**src/rtl/prog_loader.sv**
```systemverilog
// rtl/prog_loader.sv - byte-serial framed program image loader for the CPU instruction RAM
module prog_loader #(
  parameter int         ADDR_W = 5,
  parameter logic [7:0] MAGIC  = 8'hA5
) (
  input  logic              clk,
  input  logic              rst_n,
  input  logic              strobe_in,
  input  logic [7:0]        data_in,
  output logic              mem_we,
  output logic [ADDR_W-1:0] mem_addr,
  output logic [7:0]        mem_wdata,
  output logic              cpu_hold,
  output logic              done,
  output logic              error
);

  typedef enum logic [2:0] {
    S_IDLE,
    S_COUNT,
    S_DATA,
    S_CHECK,
    S_DONE,
    S_ERR
  } state_t;

  // Image capacity; the count byte is 8 bits so the compare is done at 9 bits.
  localparam logic [8:0] CAP = 9'(1 << ADDR_W);

  state_t          state;
  logic            s1, s2, s3;
  logic            take;
  logic [8:0]      count_ext;
  logic [ADDR_W:0] addr_cnt;
  logic [8:0]      remaining;
  logic [7:0]      acc;

  // A byte is taken on the edge where the synchronised strobe has just risen.
  assign take = s2 & ~s3;

  // A count of zero stands for a full RAM image.
  assign count_ext = (data_in == 8'd0) ? CAP : {1'b0, data_in};

  // Two-flop synchroniser for the pin strobe plus one history flop for edge detect.
  always_ff @(posedge clk) begin
    if (!rst_n) begin
      s1 <= 1'b0;
      s2 <= 1'b0;
      s3 <= 1'b0;
    end else begin
      s1 <= strobe_in;
      s2 <= s1;
      s3 <= s2;
    end
  end

  // Frame parser, RAM write port and CPU hold/status flags.
  always_ff @(posedge clk) begin
    if (!rst_n) begin
      state     <= S_IDLE;
      mem_we    <= 1'b0;
      mem_addr  <= '0;
      mem_wdata <= 8'd0;
      cpu_hold  <= 1'b0;
      done      <= 1'b0;
      error     <= 1'b0;
      addr_cnt  <= '0;
      remaining <= 9'd0;
      acc       <= 8'd0;
    end else begin
      mem_we <= 1'b0;
      if (take) begin
        case (state)
          S_IDLE, S_DONE, S_ERR: begin
            if (data_in == MAGIC) begin
              state    <= S_COUNT;
              cpu_hold <= 1'b1;
              done     <= 1'b0;
              error    <= 1'b0;
              addr_cnt <= '0;
              acc      <= 8'd0;
            end
          end
          S_COUNT: begin
            if ({1'b0, data_in} > CAP) begin
              state <= S_ERR;
              error <= 1'b1;
            end else begin
              remaining <= count_ext;
              state     <= S_DATA;
            end
          end
          S_DATA: begin
            // The top address bit only sets after the final byte of a full image,
            // so the guard never drops a legal write; it prevents aliasing to 0.
            if (!addr_cnt[ADDR_W]) begin
              mem_we    <= 1'b1;
              mem_addr  <= addr_cnt[ADDR_W-1:0];
              mem_wdata <= data_in;
            end
            addr_cnt  <= addr_cnt + 1'b1;
            acc       <= acc ^ data_in;
            remaining <= remaining - 9'd1;
            if (remaining == 9'd1) begin
              state <= S_CHECK;
            end
          end
          S_CHECK: begin
            if (data_in == acc) begin
              state    <= S_DONE;
              cpu_hold <= 1'b0;
              done     <= 1'b1;
            end else begin
              state <= S_ERR;
              error <= 1'b1;
            end
          end
          default: state <= S_IDLE;
        endcase
      end
    end
  end

endmodule

```
**config.mk**
```make
export PLATFORM = sky130hd
export DESIGN_NAME = prog_loader
export DESIGN_NICKNAME = d
export VERILOG_FILES = /design/src/rtl/prog_loader.sv
export SDC_FILE = /design/constraint.sdc
export NUM_CORES = 1
export LEC_CHECK = 0
export ABC_CLOCK_PERIOD_IN_PS = 2420
export CAP_MARGIN = 20
export CORE_ASPECT_RATIO = 2
export CORE_MARGIN = 4
export CORE_UTILIZATION = 56
export CTS_CLUSTER_DIAMETER = 50
export CTS_CLUSTER_SIZE = 12
export DETAILED_ROUTE_END_ITERATION = 6
export PLACE_DENSITY = 0.8
export SYNTH_ARGS = -nofsm -noshare
export SYNTH_HDL_FRONTEND = slang
export SYNTH_SLANG_ARGS = --single-unit
```
**constraint.sdc**
```tcl
create_clock -name clk -period 2.42 [get_ports clk]
set_clock_uncertainty 0.1 [all_clocks]
set_input_delay 0.484 -clock clk [delete_from_list [all_inputs] [get_ports clk]]
set_output_delay 0.484 -clock clk [all_outputs]
set_load 0.005 [all_outputs]
```
==> impl_metrics.csv <==
group,metric,value,unit
sta,setup_slack,0.1899,ns
layout,nets,333,
global_routing,grt_max_degree,21,
global_routing,number_of_global_route_vias_before_repair,2279,
sta,tightestPinTransition,0.4938,ns
logic_synthesis,count_of_flip_flops_with_a_built_in_enable_after_synthesis,0,
cts,cts_resized,0,
floorplan,fp.dieH,100.9,um
sta,setup-violations-final,0,
sta,min_period_over_period,92.15,%
cts,cts.clk_slew.worst_paths,0.09,ns
power,power.share.combinational,9.1,%
logic_synthesis,synth_common_cells,"dfxtp_1 (46), nor2_1 (26), a21oi_1 (22)",
global_routing,grt_pass1_wl,10.71,mm
floorplan,floorplan.core_area,4129,um2
cts,post-cts-setup-buffer-count,0,
layout,fraction_of_final_layout_cells_with_drive_strength_greater_than_1,14.06,%
floorplan,fp.dieArea,5498,um2
drt,routed_via_density,6.070,
placed_design,gp_routability_congestion,0.9101,
floorplan,placement_rows,33,
worst_setup_path,crit-reg2reg-launch,"state[0]$_SDFFE_PN0P_",
layout,num_antenna_cells,0,
logic_synthesis,synth_largest_type_area_fraction,38.08,%
logic_synthesis,yosysWarnings,0,
cts,cts_made_buffers,5,
status,status,"finished, final reports clean",
power,share_seq_of_total_power,55.2,%
logic_synthesis,netlist.top_cell.by_area,"dfxtp_1",
logic_synthesis,post_synth_inst_count,278,
cts,tritoncts_num_sinks,46,
cts,cts_root_buf,"clkbuf_8",
drt,ant_nets,0,
logic_synthesis,synthDistinctLibCells,49,
floorplan,fp.dieW,54.47,um
cts,clock_tree.buffer_depth,2,
logic_synthesis,seq_area_frac_synth,38.08,%
placed_design,total_of_buffers_placed_on_input_and_output_ports,27,
sta,period_minus_slack,2.230,ns
logic_synthesis,synth_ff_type,"dfxtp_1",
sta,maxSlewViolCount,0,
worst_setup_path,timing.critical_path.fanout_max,7,
cts,hold_buffers,0,
logic_synthesis,synth_seq_cells,46,
cts,ctsHtreeMaxLevel,2,
sta,timing.max_slew.rel_slack,66.88,%
logic_synthesis,synth_async_sr_flop_share,0,%
logic_synthesis,syn-mean-instance-area,8.700,um2
cts,clock_tree_from_tritoncts,"yes",
layout,layout-area-overhead-vs-synth,23.23,%
floorplan,io-pin-count,28,
global_routing,global_route.overflow_total,0,
placed_design,placed_wire_length_estimate,4.535,mm
worst_setup_path,worst_ep_required_time,2.54,ns
hold_path,hold_path.class,"register to register",
floorplan,initial_core_util,58.58,%
power,power_leakage,0.9467,nW
worst_setup_path,end_kind,"register",
cts,worstSkewPairLatency,0.30,ns
logic_synthesis,netlist_top_cells_area,"dfxtp_1 (38%), mux2i_1 (6.2%), o31ai_1 (5.0%)",
worst_setup_path,worst-endpoint-arrival,2.35,ns
worst_setup_path,worst_setup_path_start_kind,"input pin",
sta,achievable-frequency,448.4,MHz
sta,final.hold.worst_slack,0.3506,ns
power,total_power,1.379,mW
logic_synthesis,synth.cell_area,2419,um2
drt,drc,0,
sta,grt_setup_unrepaired,"no",
drt,wl_per_cell,16.61,um
drt,num_vias,2258,
drt,detail_route.first_pass.iterations,4,
flow_run,max_cap_violations,0,
power,internal_cell_power,1.044,mW
hold_path,hold_start,"s1$_SDFF_PN0_",
logic_synthesis,synth_nets,292,
power,power_density,462.6,nW/um2
drt,drt_wl_total,6.179,mm
global_routing,antenna_found_initial,0,
logic_synthesis,synth_most_common_cell,"dfxtp_1",
global_routing,global_router_s_overall_resource_usage,25.81,%
placed_design,detailedPlace.worstSlack,-0.09012,ns
layout,utilization,72.18,%
worst_setup_path,crit_type,"input pin to register",
power,switching_part_of_the_total,24.29,%
power,vdd_drop_max,459.7,uV
drt,drt-initial-drc-count,72,
worst_setup_path,critical_path.startpoint,"data_in[5]",
power,pwr-share-clk,35.6,%
power,net-switching-power,334.9,uW
sta,final_hold_viol_count,0,
[power by group through the flow]
stage	clock network, mW	logic (mW)	registers (mW)
after detailed placement	0	0.124	0.780
after CTS	0.499	0.125	0.762
after global placement	0	0.122	0.780
after global routing	0.526	0.136	0.762
after floorplan	0	0.0657	0.779
final	0.491	0.126	0.762
[flip-flops by register name (all words and copies together) (netlist names)]
name       flops
state          3
s1             1
mem_wdata      8
done           1
mem_we         1
addr_cnt       6
mem_addr       5
remaining      9
error          1
s3             1
acc            8
cpu_hold       1
s2             1
[layer usage]
metal	track usage, %	part of all wire (%)	routed length [um]	vias up
met1	29.10	38	2322	1079
li1	-	-	-	1108
met3	4.444	2.9	179	13
met2	45.34	57	3549	58
met4	10.56	2.1	127	0
met5	0	0	0	-
[metrics by stage]
stage,cell area [um2],TNS [ns],cells
6_report,2980,0,372
5_1_grt,2980,0,372
4_1_cts,2980,0,372
3_5_place_dp,2889,-0.3974,364
3_3_place_gp,2889,-0.2181,364
2_1_floorplan,2419,0,278
[worst max-delay path: stages]
cell,delay [ns]
clkdlybuf4s50_1,0.55
and4_1,0.32
buf_4,0.14
a211oi_1,0.40
buf_4,0.19
o21ai_0,0.09
a21oi_1,0.17
[final timing paths]
path | to | slack, ns | depth (start not counted)
hold / removal | s2$_SDFF_PN0_ | 0.35 | 1
hold reg to reg | s2$_SDFF_PN0_ | 0.35 | 1
setup / recovery | state[2]$_SDFFE_PN0P_ | 0.19 | 7
setup reg to reg | remaining[0]$_SDFFE_PN0P_ | 0.34 | 5
[layout make-up]
cell class                 count  area (um2)
inverter                      11       41.29
clock inverter                 1       5.005
tap                           52       65.06
timing repair buffer          58       515.5
clock buffer                   7       86.33
fill                         346        1149
sequential                    46       920.9
multi-input combinational    197        1346
[cells in the final DEF, fill, tap and decap left out, drive strengths merged, types with 2 or more instances in the layout]
master         count
a211o              3
a211oi             3
a21oi             23
a31oi              6
and2               5
and4               2
buf               31
clkbuf             7
clkdlybuf4s50     27
clkinv             2
dfxtp             46
ha                 3
inv               10
mux2i             15
nand2             10
nand2b             3
nand3              5
nand3b             8
nand4              2
nor2              26
nor2b              2
nor3              13
nor4               4
nor4b              2
o211ai             5
o21ai              6
o311ai             5
o31ai             16
or3                2
or3b               4
or4                5
xnor2              8
[kinds of logic (layout without fill, tap and decap cells)]
kind of cell    after synthesis  in the layout  synth area share [%]
compound gates               76             76                 22.14
xor+xnor                      8              8                 2.897
fa+ha+maj                     3              3                 1.552
buf+inv                      35             77                 6.259
flops                        46             46                 38.08
mux                          15             15                 6.208
simple gates                 95             95                 22.87
No activity file was read; power rests on OpenSTA's default activity.
